[config.mk]
export PLATFORM = sky130hd
export DESIGN_NAME = adc_sample_packer
export DESIGN_NICKNAME = d
export VERILOG_FILES = /design/src/rtl/giraffe_pkg.sv /design/src/rtl/adc_sample_packer_sync_fifo.sv /design/src/rtl/adc_sample_packer.sv
export SDC_FILE = /design/constraint.sdc
export NUM_CORES = 1
export LEC_CHECK = 0
export CAP_MARGIN = 10
export CORE_MARGIN = 10
export CORE_UTILIZATION = 63
export CTS_BUF_LIST = sky130_fd_sc_hd__clkbuf_8
export DETAILED_ROUTE_END_ITERATION = 12
export MAX_ROUTING_LAYER = met4
export PLACE_DENSITY = 0.78
export SYNTH_ARGS = -nofsm -noshare
export SYNTH_HDL_FRONTEND = slang
export SYNTH_HIERARCHICAL = 1
export SYNTH_SLANG_ARGS = --single-unit
export TNS_END_PERCENT = 20
[constraint.sdc]
create_clock -name clk_50M -period 4.45 [get_ports clk_50M]
set_clock_uncertainty 0.2 [all_clocks]
set_input_delay 0.6675 -clock clk_50M [delete_from_list [all_inputs] [get_ports clk_50M]]
set_output_delay 0.6675 -clock clk_50M [all_outputs]
set_load 0.02 [all_outputs]
[src/rtl/giraffe_pkg.sv]
// Shared constants for the Giraffe ADC capture path: sample tags and the
// encoding of the UART transmit state machine.
package giraffe_pkg;

    // Tag placed above the ADC result in each UART word.
    localparam logic [1:0] TAG_MAIN = 2'b11;
    localparam logic [1:0] TAG_SUB  = 2'b00;

    // Transmit FSM states.
    typedef enum logic [1:0] {
        TX_IDLE = 2'd0,
        TX_REQ  = 2'd1,
        TX_WAIT = 2'd2
    } tx_state_e;

    // A main-ADC ack always wins the tag, even when the sub ack is also high.
    function automatic logic [1:0] select_tag(input logic main_ack);
        return main_ack ? TAG_MAIN : TAG_SUB;
    endfunction

endpackage

[src/rtl/adc_sample_packer_sync_fifo.sv]
// Single-clock FIFO with occupancy count. Full and empty are taken from the
// count, so the pointers only need to wrap modulo DEPTH. A push into a full
// FIFO is accepted only when a pop happens in the same cycle.
module sync_fifo
    import giraffe_pkg::*;
#(
    parameter int WIDTH = 8,
    parameter int DEPTH = 16
) (
    input  logic                       clk_i,
    input  logic                       nrst_i,
    input  logic                       push_i,
    input  logic                       pop_i,
    input  logic [WIDTH-1:0]           din_i,
    output logic [WIDTH-1:0]           dout_o,
    output logic                       full_o,
    output logic                       empty_o,
    output logic [$clog2(DEPTH):0]     level_o
);

    localparam int AW = $clog2(DEPTH);
    localparam int LW = AW + 1;

    logic [WIDTH-1:0] mem_q [DEPTH];
    logic [AW-1:0]    wr_ptr_q, wr_ptr_d;
    logic [AW-1:0]    rd_ptr_q, rd_ptr_d;
    logic [LW-1:0]    level_q, level_d;
    logic             push_eff;
    logic             pop_eff;

    assign full_o  = (level_q == LW'(DEPTH));
    assign empty_o = (level_q == '0);
    assign level_o = level_q;
    assign dout_o  = mem_q[rd_ptr_q];

    // Decide which operations actually take effect and the resulting pointers/count.
    always_comb begin
        pop_eff  = pop_i && !empty_o;
        push_eff = push_i && (!full_o || pop_eff);
        wr_ptr_d = push_eff ? wr_ptr_q + AW'(1) : wr_ptr_q;
        rd_ptr_d = pop_eff  ? rd_ptr_q + AW'(1) : rd_ptr_q;
        level_d  = level_q;
        if (push_eff && !pop_eff) begin
            level_d = level_q + LW'(1);
        end else if (pop_eff && !push_eff) begin
            level_d = level_q - LW'(1);
        end
    end

    // Pointer and occupancy registers; reset empties the FIFO.
    always_ff @(posedge clk_i) begin
        if (!nrst_i) begin
            wr_ptr_q <= '0;
            rd_ptr_q <= '0;
            level_q  <= '0;
        end else begin
            wr_ptr_q <= wr_ptr_d;
            rd_ptr_q <= rd_ptr_d;
            level_q  <= level_d;
        end
    end

    // Storage array; contents are don't-care until written, so no reset.
    always_ff @(posedge clk_i) begin
        if (push_eff) begin
            mem_q[wr_ptr_q] <= din_i;
        end
    end

endmodule

[src/rtl/adc_sample_packer.sv]
// Capture stage between the Giraffe ADC and the UART transmitter: brings the
// ADC acks and data into clk_50M, turns each rising ack into a tagged word,
// buffers it, and hands words to the UART one at a time via wreq/rdy.
module adc_sample_packer
    import giraffe_pkg::*;
#(
    parameter int N_bit       = 6,
    parameter int N_data      = 8,
    parameter int FIFO_DEPTH  = 16,
    parameter int SYNC_STAGES = 2
) (
    input  logic                          clk_50M,
    input  logic                          nrst,
    input  logic                          adc_ack,
    input  logic                          adc_ack_sub,
    input  logic [N_bit-1:0]              dout_adc,
    input  logic                          uart_rdy,
    output logic                          wreq,
    output logic [N_data-1:0]             wdata,
    output logic                          overflow,
    output logic [$clog2(FIFO_DEPTH):0]   fifo_level
);

    if (N_data != N_bit + 2) begin : g_width_check
        $error("adc_sample_packer: N_data must equal N_bit+2");
    end

    logic [SYNC_STAGES-1:0] ack_sync_q;
    logic [SYNC_STAGES-1:0] ack_sub_sync_q;
    logic [N_bit-1:0]       dout_sync_q [SYNC_STAGES];
    logic                   ack_prev_q;

    logic                   ack_main;
    logic                   ack_s;
    logic                   sample_evt;
    logic [N_data-1:0]      sample_word;

    logic                   fifo_full;
    logic                   fifo_empty;
    logic [N_data-1:0]      fifo_dout;
    logic                   pop;

    tx_state_e              state_q, state_d;
    logic                   wreq_q, wreq_d;
    logic [N_data-1:0]      wdata_q, wdata_d;
    logic                   overflow_q, overflow_d;

    // Acks and data share the same flop depth so the data seen in the event
    // cycle is the value that was stable while the ack was high.
    assign ack_main    = ack_sync_q[SYNC_STAGES-1];
    assign ack_s       = ack_main | ack_sub_sync_q[SYNC_STAGES-1];
    assign sample_evt  = ack_s & ~ack_prev_q;
    assign sample_word = {select_tag(ack_main), dout_sync_q[SYNC_STAGES-1]};

    // Synchroniser chains plus the previous-cycle ack used for edge detection.
    always_ff @(posedge clk_50M) begin
        if (!nrst) begin
            ack_sync_q     <= '0;
            ack_sub_sync_q <= '0;
            ack_prev_q     <= 1'b0;
            for (int i = 0; i < SYNC_STAGES; i++) begin
                dout_sync_q[i] <= '0;
            end
        end else begin
            ack_sync_q     <= {ack_sync_q[SYNC_STAGES-2:0], adc_ack};
            ack_sub_sync_q <= {ack_sub_sync_q[SYNC_STAGES-2:0], adc_ack_sub};
            ack_prev_q     <= ack_s;
            dout_sync_q[0] <= dout_adc;
            for (int i = 1; i < SYNC_STAGES; i++) begin
                dout_sync_q[i] <= dout_sync_q[i-1];
            end
        end
    end

    sync_fifo #(
        .WIDTH (N_data),
        .DEPTH (FIFO_DEPTH)
    ) u_fifo (
        .clk_i   (clk_50M),
        .nrst_i  (nrst),
        .push_i  (sample_evt),
        .pop_i   (pop),
        .din_i   (sample_word),
        .dout_o  (fifo_dout),
        .full_o  (fifo_full),
        .empty_o (fifo_empty),
        .level_o (fifo_level)
    );

    // Transmit FSM state register.
    always_ff @(posedge clk_50M) begin
        if (!nrst) begin
            state_q <= TX_IDLE;
        end else begin
            state_q <= state_d;
        end
    end

    // Transmit FSM next state: WAIT holds until the UART shows it took the word.
    always_comb begin
        state_d = state_q;
        unique case (state_q)
            TX_IDLE: if (!fifo_empty && uart_rdy) state_d = TX_REQ;
            TX_REQ:  state_d = TX_WAIT;
            TX_WAIT: if (!uart_rdy) state_d = TX_IDLE;
            default: state_d = TX_IDLE;
        endcase
    end

    // Transmit FSM outputs: pop decision, next wreq/wdata, sticky overflow.
    always_comb begin
        pop        = (state_q == TX_IDLE) && !fifo_empty && uart_rdy;
        wreq_d     = (state_q == TX_REQ);
        wdata_d    = pop ? fifo_dout : wdata_q;
        overflow_d = overflow_q | (sample_evt & fifo_full & ~pop);
    end

    // Registered outputs; wdata only moves on a pop so it stays put for the frame.
    always_ff @(posedge clk_50M) begin
        if (!nrst) begin
            wreq_q     <= 1'b0;
            wdata_q    <= '0;
            overflow_q <= 1'b0;
        end else begin
            wreq_q     <= wreq_d;
            wdata_q    <= wdata_d;
            overflow_q <= overflow_d;
        end
    end

    assign wreq     = wreq_q;
    assign wdata    = wdata_q;
    assign overflow = overflow_q;

endmodule

### After elaboration in Yosys (flattened, before gate mapping)

Memory sizes are Yosys's and may differ from the RTL's. A register that Yosys moved wholly into a read port is not among the register bits.
Cells that the tools add are included.

| storage, ports and cells | value |
|---|---|
| output and inout port bits | 15 |
| word-level logic and storage cells | 58 |
| register bits after elaboration | 22 |
| bits of input ports | 11 |
| memories kept | 2 |
| RAM bits | 140 |

| cells by class | value |
|---|---|
| equal/unequal tests | 5 |
| multiplexer cells | 12 |
| bitwise gates (word level) | 9 |
| $add $sub $neg | 4 |
| reduce and logical (&&, ||, !) cells | 17 |

Memories:

| name | depth | width | read ports | clocked after memory_dff | write ports | RTL line | RTL |
|---|---|---|---|---|---|---|---|
| u_fifo.mem_q | 16 | 8 | 1 | 1 | 1 | adc_sample_packer_sync_fifo.sv:24 | `logic [WIDTH-1:0] mem_q [DEPTH];` |
| dout_sync_q | 2 | 6 | 2 | 0 | 2 | adc_sample_packer.sv:30 | `logic [N_bit-1:0] dout_sync_q [SYNC_STAGES];` |

Operator list:

| cell | number |
|---|---|
| 6-bit 2-to-1 mux | 2 |
| 5-bit 2-to-1 mux | 2 |
| 4-bit by 1-bit adder with 4-bit output (second input constant) | 2 |
| 1-bit logical AND | 7 |
| 2-bit 2-to-1 mux | 3 |
| 2-bit case mux with 3 select lines | 1 |
| 5-bit by 1-bit adder with 5-bit output (second input constant) | 1 |
| 5-bit == test (second input constant) | 1 |
| 1-bit zero test | 5 |
| 5-bit zero test | 1 |
| 5-bit by 1-bit subtractor with 5-bit output (second input constant) | 1 |
| 1-bit 2-to-1 mux | 4 |
| 2-bit inequality test (second input constant) | 2 |
| 1-bit OR | 4 |
| 1-bit AND | 3 |
| 2-bit by 1-bit == test with 1-bit output (second input constant) | 1 |
| 2-bit == test (second input constant) | 1 |
| 2-bit zero test | 1 |
| 1-bit inverter | 2 |
| 2-bit AND reduction | 1 |
| 2-bit nonzero test | 1 |
| 1-bit logical OR | 1 |

### Logic depth before layout (Yosys ltp)

Gate-level depths: netlist of run 1.

| logic depth | value |
|---|---|
| word-level depth | 11 |
| depth in mapped cells | 15 |
| mapped depth without buffers | 13 |

### Hierarchy

The synthesis of run 1 kept the hierarchy.

Modules (own cells, without submodules):

| module | area each (µm²) | seq. area each (µm²) | times used | cells an instance |
|---|---|---|---|---|
| sync_fifo | 5771.8 | 4184.0 | 1 | 310 |
| adc_sample_packer | 955.9 | 580.6 | 1 | 85 |

### Least setup slack after synthesis of run 1

No wires, ideal clock.

| path | value |
|---|---|
| path type | register to register |
| from | register u_fifo.level_q[0], in the netlist u_fifo/level_o[0] |
| to | register u_fifo.level_q[3], in the netlist u_fifo/level_o[3] |
| stages on the path, launching flop included | 14 |
| path buffers | 2 |
| setup time | 0.062 ns |
| data required time | 4.188 ns |
| period minus slack after synthesis | 3.532 ns |
| path slack | 0.918 ns |
| arrival | 3.270 ns |
| cell sequence | dfxtp_1 > or4_4 > buf_6 > nor2_1 > or4b_1 > buf_6 > clkinv_8 > o31ai_2 > inv_2 > ha_1 > inv_1 > ha_1 > or4b_2 > nand3_1 |

| between the ends | value |
|---|---|
| longest elaborated chain between the ends | 10 |
| elaborated cells between the ends (all ways) | 18 |
| classes of those cells | 2 x add/sub; 1 x eq/ne; 2 x mux; 13 x reduce/logical |

RTL lines:

| element | RTL line | RTL |
|---|---|---|
| start: declaration | adc_sample_packer_sync_fifo.sv:27 | `logic [LW-1:0] level_q, level_d;` |
| start signal: assignment | adc_sample_packer_sync_fifo.sv:59 | `level_q <= level_d;` |
| 5-bit zero test (*) | adc_sample_packer_sync_fifo.sv:32 | `assign empty_o = (level_q == '0);` |
| net fifo_empty | adc_sample_packer.sv:39 | `logic fifo_empty;` |
| 1-bit zero test (*) | adc_sample_packer.sv:112 | `pop = (state_q == TX_IDLE) && !fifo_empty && uart_rdy;` |
| 1-bit logical AND (*) (2 in series) | adc_sample_packer.sv:112 |  |
| net pop | adc_sample_packer.sv:41 | `logic pop;` |
| 1-bit logical AND (*) | adc_sample_packer_sync_fifo.sv:38 | `pop_eff = pop_i && !empty_o;` |
| 1-bit logical OR (*) | adc_sample_packer_sync_fifo.sv:39 | `push_eff = push_i && (!full_o \|\| pop_eff);` |
| 1-bit logical AND (*) | adc_sample_packer_sync_fifo.sv:39 |  |
| net u_fifo.push_eff | adc_sample_packer_sync_fifo.sv:28 | `logic push_eff;` |
| 1-bit zero test | adc_sample_packer_sync_fifo.sv:45 | `end else if (pop_eff && !push_eff) begin` |
| 1-bit logical AND | adc_sample_packer_sync_fifo.sv:45 |  |
| 2-bit nonzero test (no source line) | n/a |  |

Mark *: on every way through the listed nets, which the timed path passes. The rest lies on a longest branch. The select of a mux whose other input is x is not followed.
A chain may end at the register's enable or synchronous reset.

### Worst setup path after layout of run 1

Ends and elaborated chain as after synthesis.

==> impl_metrics.yaml, run 1 <==
setup_path:
  crit_top_cell: "ha_1"
  crit_end: "u_fifo/level_o[3]$_SDFFE_PN0P_"
  cp_top_family: "simple AND/OR/NAND/NOR gates"
  cp.depth: 13
  worstReg2RegEnd: "u_fifo/level_o[3]$_SDFFE_PN0P_"
  cp_slowest_cell: "or4_4"
  reg2reg_slack_ns: 0.43
  cp-startpoint: "u_fifo/level_o[0]$_SDFFE_PN0P_"
  r2r_start: "u_fifo/level_o[0]$_SDFFE_PN0P_"
  required_ns: 4.64
  cp_max_fo: 13
  slowest_delay_ns: 0.64
  worst-r2r-cell-count: 13
  crit_path_cell_trace: "or4_4 > nor2_1 > or4b_1 > clkinv_8 > o31ai_2 > inv_2 > ha_1 > inv_1 > ha_1 > a21o_1 > a21oi_1 > or4b_2 > nand3_1"
  cp-start-kind: "register"
  arrival_ns: 4.21
  crit_type: "register to register"
  end_kind: "register"
  cp_num_buf_inv: 3
die:
  die_h_um: 123
  die_area_sq_um: 15200
  rows: 37
  fp.coreArea_sq_um: 10400
  initial_core_util_pct: 64.9
  num_io_pins: 26
  dieWidth_um: 123
sta:
  finalCritPeriodShare_pct: 90.3
  rsz0062_at_grt: "no"
  setup_slack_ns: 0.433
  maxSlewViolCount: 0
  tightest_slew_ns: 1.09
  hold_viol_final: 0
  max_freq_mhz: 249
  slew-limit-headroom_pct: 27.5
  period_needed_ns: 4.02
  final.setup.tns_ns: 0
  setup_viol: 0
finish:
  layout_common_cells: "edfxtp_1, dfxtp_1, mux4_2, nand2_1, clkdlybuf4s50_1"
  fillerInstances: 662
  antennaDiodeCount: 0
  finalNetCount: 455
  syn2layout_area_growth_pct: 12.1
  drive_above_1_share_pct: 21.5
  final_common_cell: "edfxtp_1"
  finish.utilization_pct: 72.8
  ff_latch_area_sq_um: 4770
  multi_input_area_sq_um: 1830
synthesis:
  synth.avg_cell_area_sq_um: 17.0
  synth_compound_area_share_pct: 5.54
  syn_nets: 416
  ys_ff_latch: 174
  yosysSeqAreaShare_pct: 70.8
  synth-xor-area-share_pct: 0.781
  synth_top_family_by_area: "multiplexers"
  yosys_warnings: 6
  yosysUniqueCellTypes: 46
  synth_adder_area_share_pct: 1.97
  synthesis.area_sq_um: 6730
  syn_inst: 395
  synthSimpleGateAreaFrac_pct: 7.79
  synthMuxAreaShare_pct: 11.2
power:
  vdd_drop_max_mv: 0.373
  powerDensity_nw_per_um2: 506
  leakage_nw: 2.52
grt:
  antenna_found_initial: 0
  grt_usage_pct: 17.8
  overflow: 0
  grt_max_degree: 47
  grt_pass1_vias: 3493
  grt_pass1_wl_um: 19500
flow_run:
  cap_violations: 0
placement:
  place_worst_setup_slack_ns: 0.466
  dp_hpwl_um: 8060
  gp_congestion: 0.860
  port_buffers: 25
status:
  status: "finished clean"
route:
  wl_per_cell_um: 21.0
  ant_nets: 0
  drc: 0
  dr.first_iter.drc_count: 396
  first_pass_iters: 5
  dr_total_vias: 3467
  routed_wl_um: 12200
  vias_per_cell: 5.95
clock_tree:
  cts_buffers: 17
  ctsLongestPathBuffers: 2
  path_clk_slew_ns: 0.09
  root_buffer: "clkbuf_8"
  cts.sinks: 174
  h-tree-depth: 4
  clk_latency_ns: 0.44
  post_cts_buffers: 0
  cts_resized: 0
  hold_buffers: 0
  cts_tree: "built"
worst_hold_path:
  hp-class: "register to register"
-- power by group --
part / switching (mW) / internal (mW)
Sequential: 0.160 / 1.81
Combinational: 0.398 / 0.434
Clock: 0.541 / 0.473
-- flip-flops by register name, summed over array words and instances, names as in the netlist, named ones only --
name / flops
wreq: 1
ack_sync_q: 2
ack_sub_sync_q: 2
u_fifo/level_o: 5
state_q: 2
wdata: 8
dout_sync_q: 12
overflow: 1
ack_prev_q: 1
u_fifo/wr_ptr_q: 4
u_fifo/rd_ptr_q: 4
u_fifo/mem_q: 128
-- stage by stage --
stage               hold slack, ns  std cells  total power [mW]  cell area, sq um
floorplan                    0.212        395              2.61              6730
global placement             0.214        551              2.81              7170
detailed placement           0.226        551              2.84              7170
CTS                          0.247        583              3.84              7540
global route                 0.268        583              4.00              7540
finish                       0.239        583              3.82              7540
-- synthesized netlist by cell type (all sizes together) --
| cell type | instances | area (sq um) |
|---|---|---|
| a211oi | 1 | 7.51 |
| a21boi | 10 | 105 |
| a21o | 1 | 7.51 |
| a21oi | 2 | 10.0 |
| a22oi | 16 | 120 |
| a31oi | 2 | 12.5 |
| and2 | 24 | 150 |
| and3b | 1 | 8.76 |
| and4b | 1 | 10.0 |
| buf | 7 | 45.0 |
| clkbuf | 13 | 50.0 |
| clkinv | 1 | 16.3 |
| dfxtp | 46 | 921 |
| edfxtp | 128 | 3840 |
| fa | 1 | 20.0 |
| ha | 9 | 113 |
| inv | 5 | 18.8 |
| mux2i | 3 | 30.0 |
| mux4 | 32 | 721 |
| nand2 | 29 | 111 |
| nand2b | 3 | 18.8 |
| nand3 | 9 | 45.0 |
| nand3b | 1 | 7.51 |
| nand4b | 1 | 8.76 |
| nor2 | 17 | 63.8 |
| nor2b | 5 | 31.3 |
| nor3 | 5 | 25.0 |
| o211ai | 1 | 7.51 |
| o21a | 3 | 22.5 |
| o21ai | 4 | 31.3 |
| o21ba | 1 | 10.0 |
| o311ai | 1 | 26.3 |
| o31ai | 1 | 12.5 |
| or3 | 2 | 12.5 |
| or4 | 1 | 11.3 |
| or4b | 2 | 20.0 |
| xnor2 | 6 | 52.6 |
-- worst register-to-register path, cell delays in order, from the launching register on --
cell,delay [ns]
dfxtp_1,0.38
or4_4,0.64
nor2_1,0.17
or4b_1,0.47
clkinv_8,0.17
o31ai_2,0.41
inv_2,0.08
ha_1,0.24
inv_1,0.16
ha_1,0.18
a21o_1,0.08
a21oi_1,0.08
or4b_2,0.62
nand3_1,0.09
-- area by class of cell --
cell class	count	share of cell area (%)
clock buffer	19	3.47
timing repair buffer	40	4.81
inverter	6	0.464
clock inverter	13	1.53
tap	136	2.26
sequential	174	63.2
multi-input combinational	195	24.3
-- cells by family (layout without fill, tap and decap cells) --
group                    after synthesis  after routing
AND/OR/NAND/NOR                      101            101
multiplexers                          35             35
adder cells (fa/ha/maj)               10             10
AO/OA/AOI/OAI                         43             43
XOR/XNOR                               6              6
buffers and inverters                 26             78
flip-flops                           174            174
-- metal layers --
layer	global-route usage, %	up-vias	routed length, um
met4	5.46	0	187
met1	23.2	1761	5350
met3	4.88	17	641
met5	-	-	0
li1	-	1586	-
met2	26.7	103	6060
-- worst min-delay path by stage --
stage	from	slack (ns)	cells after the start	endpoint
2_1_floorplan	ack_sub_sync_q[0]$_SDFF_PN0_	0.21	1	ack_sub_sync_q[1]$_SDFF_PN0_
3_3_place_gp	dout_sync_q[0][5]$_SDFF_PN0_	0.21	1	dout_sync_q[0][11]$_SDFF_PN0_
3_5_place_dp	dout_sync_q[0][3]$_SDFF_PN0_	0.23	1	dout_sync_q[0][9]$_SDFF_PN0_
4_1_cts	dout_sync_q[0][3]$_SDFF_PN0_	0.25	1	dout_sync_q[0][9]$_SDFF_PN0_
5_1_grt	dout_sync_q[0][2]$_SDFF_PN0_	0.27	1	dout_sync_q[0][8]$_SDFF_PN0_
6_report	dout_sync_q[0][3]$_SDFF_PN0_	0.24	1	dout_sync_q[0][9]$_SDFF_PN0_
Power figures use the tool's default switching activity.
==> run 2, diff against run 1 <==
--- a/config.mk
+++ b/config.mk
@@ -7,11 +7,11 @@
 export LEC_CHECK = 0
 export CAP_MARGIN = 10
 export CORE_MARGIN = 10
-export CORE_UTILIZATION = 63
+export CORE_UTILIZATION = 57
 export CTS_BUF_LIST = sky130_fd_sc_hd__clkbuf_8
 export DETAILED_ROUTE_END_ITERATION = 12
 export MAX_ROUTING_LAYER = met4
-export PLACE_DENSITY = 0.78
+export PLACE_DENSITY = 0.74
 export SYNTH_ARGS = -nofsm -noshare
 export SYNTH_HDL_FRONTEND = slang
 export SYNTH_HIERARCHICAL = 1
==> constraint.sdc (replaced) <==
create_clock -name clk_50M -period 3.34 [get_ports clk_50M]
set_clock_uncertainty 0.2 [all_clocks]
set_input_delay 0.501 -clock clk_50M [delete_from_list [all_inputs] [get_ports clk_50M]]
set_output_delay 0.501 -clock clk_50M [all_outputs]
set_load 0.02 [all_outputs]
==> run 2 against run 1 <==
Sequential share of layout area shrank 1.9 points. First-iteration DRC count shrank 22%. Setup slack worse by 0.32 ns. Final area rose by 3.2%. Critical path type unchanged. Largest cell class unchanged. Highest routed layer unchanged.
==> impl_metrics.yaml, run 2 (synthesized netlist as in run 1, its figures left out) <==
clock_tree:
  cts_resized: 1
  path_clk_slew_ns: 0.08
  hold_buffers: 0
  h-tree-depth: 4
  cts_tree: "built"
  clk_latency_ns: 0.45
  cts_buffers: 17
  root_buffer: "clkbuf_8"
  post_cts_buffers: 0
  cts.sinks: 174
  ctsLongestPathBuffers: 2
placement:
  dp.cells: 578
  place_worst_setup_slack_ns: -0.176
  gp_congestion: 0.788
  port_buffers: 25
  dp_hpwl_um: 8020
finish:
  multi_input_area_sq_um: 1850
  finish.utilization_pct: 67.9
  fillerInstances: 730
  regMostFlops: "u_fifo/mem_q"
  drive_above_1_share_pct: 25.7
  final_common_cell: "edfxtp_1"
  finalNetCount: 475
  fin_cells: 610
  syn2layout_area_growth_pct: 15.7
  antennaDiodeCount: 0
  largest_register_ffs: 128
  ff_latch_area_sq_um: 4770
  layout_common_cells: "edfxtp_1, dfxtp_1, buf_4, mux4_2, nand2_1"
power:
  p_comb_share_pct: 25.8
  p_clk_share_pct: 28.0
  powerDensity_nw_per_um2: 700
  vdd_drop_max_mv: 0.476
  leakage_nw: 2.63
  swShare_pct: 27.9
  switching_power_mw: 1.52
  p_int_mw: 3.93
  power_frac_seq_pct: 46.2
die:
  num_io_pins: 26
  initial_core_util_pct: 58.7
  fp.coreArea_sq_um: 11500
  dieWidth_um: 129
  rows: 39
  die_h_um: 129
  die_area_sq_um: 16500
setup_path:
  cp_num_buf_inv: 3
  crit_type: "register to register"
  r2r_start: "u_fifo/level_o[0]$_SDFFE_PN0P_"
  arrival_ns: 3.42
  cp_max_fo: 5
  cp_top_family: "simple AND/OR/NAND/NOR gates"
  crit_path_cell_trace: "or4_4 > nor2_1 > or4b_4 > clkinv_8 > buf_4 > o21ai_4 > ha_1 > inv_2 > ha_1 > a21o_1 > a21oi_1 > or4b_2 > nand3_1"
  crit_end: "u_fifo/level_o[3]$_SDFFE_PN0P_"
  cp_slowest_cell: "or4b_2"
  worstReg2RegEnd: "u_fifo/level_o[3]$_SDFFE_PN0P_"
  reg2reg_slack_ns: 0.11
  crit_top_cell: "ha_1"
  cp.depth: 13
  worst-r2r-cell-count: 13
  slowest_delay_ns: 0.61
  required_ns: 3.53
  end_kind: "register"
  cp-start-kind: "register"
  cp-startpoint: "u_fifo/level_o[0]$_SDFFE_PN0P_"
route:
  drc: 0
  dr.first_iter.drc_count: 308
  ant_nets: 0
  wl_per_cell_um: 20.2
  vias_per_cell: 5.81
  routed_wl_um: 12300
  dr_total_vias: 3542
  first_pass_iters: 4
sta:
  setup_viol: 0
  slew-limit-headroom_pct: 57.4
  setup_slack_ns: 0.114
  hold_viol_final: 0
  maxSlewViolCount: 0
  finalCritPeriodShare_pct: 96.6
  tightest_slew_ns: 0.638
  max_freq_mhz: 310
  rsz0062_at_grt: "no"
  period_needed_ns: 3.23
flow_run:
  cap_violations: 0
status:
  status: "finished clean"
worst_hold_path:
  worstHoldPathCells: 1
  hp-class: "register to register"
grt:
  grt_pass1_wl_um: 19600
  grt_max_degree: 47
  grt_usage_pct: 16.2
  antenna_found_initial: 0
  grt_pass1_vias: 3663
  overflow: 0
## run 2: worst register-to-register path: stages (launching register included)
cell      delay (ns)
dfxtp_2         0.33
or4_4           0.53
nor2_1          0.18
or4b_4          0.21
clkinv_8        0.06
buf_4           0.15
o21ai_4         0.06
ha_1            0.20
inv_2           0.07
ha_1            0.28
a21o_1          0.12
a21oi_1         0.08
or4b_2          0.61
nand3_1         0.08
## run 2: layout make-up
class | instances | area share (%)
Inverter | 6 | 0.450
Timing Repair Buffer | 60 | 6.75
Tap cell | 143 | 2.30
Clock inverter | 15 | 2.54
Clock buffer | 17 | 3.01
Multi-Input combinational cell | 195 | 23.7
Sequential cell | 174 | 61.3
## run 2: metal layers
| layer | up-vias | share of wire (%) | track usage (%) |
|---|---|---|---|
| met1 | 1777 | 44 | 21.3 |
| li1 | 1624 | - | - |
| met4 | 0 | 2.3 | 7.27 |
| met3 | 25 | 6.1 | 3.61 |
| met5 | - | 0 | - |
| met2 | 116 | 47 | 23.7 |
## run 2: how the worst min path moves through the flow
stage | from | endpoint | slack (ns)
after CTS | ack_sync_q[0]$_SDFF_PN0_ | ack_sync_q[1]$_SDFF_PN0_ | 0.24
after detailed placement | ack_sync_q[0]$_SDFF_PN0_ | ack_sync_q[1]$_SDFF_PN0_ | 0.22
after floorplan | ack_sub_sync_q[0]$_SDFF_PN0_ | ack_sub_sync_q[1]$_SDFF_PN0_ | 0.21
after global routing | dout_sync_q[0][4]$_SDFF_PN0_ | dout_sync_q[0][10]$_SDFF_PN0_ | 0.26
final | ack_sync_q[0]$_SDFF_PN0_ | ack_sync_q[1]$_SDFF_PN0_ | 0.24
after global placement | ack_sub_sync_q[0]$_SDFF_PN0_ | ack_sub_sync_q[1]$_SDFF_PN0_ | 0.22
## run 2: power groups by stage
| stage | Combinational, mW | Clock [mW] | Sequential (mW) |
|---|---|---|---|
| floorplan | 0.893 | 0 | 2.60 |
| global placement | 1.37 | 0 | 2.56 |
| detailed placement | 1.40 | 0 | 2.57 |
| CTS | 1.41 | 1.57 | 2.52 |
| global route | 1.51 | 1.65 | 2.53 |
| finish | 1.41 | 1.53 | 2.52 |
## run 2: per-stage QoR
step / hold WS, ns / area, sq um / TNS [ns] / power, mW
after global routing: 0.262 / 7780 / 0 / 5.69
after CTS: 0.241 / 7780 / 0 / 5.50
after floorplan: 0.212 / 6740 / 0 / 3.50
final: 0.240 / 7780 / 0 / 5.45
after global placement: 0.218 / 7350 / -0.0904 / 3.93
after detailed placement: 0.221 / 7350 / -0.284 / 3.97
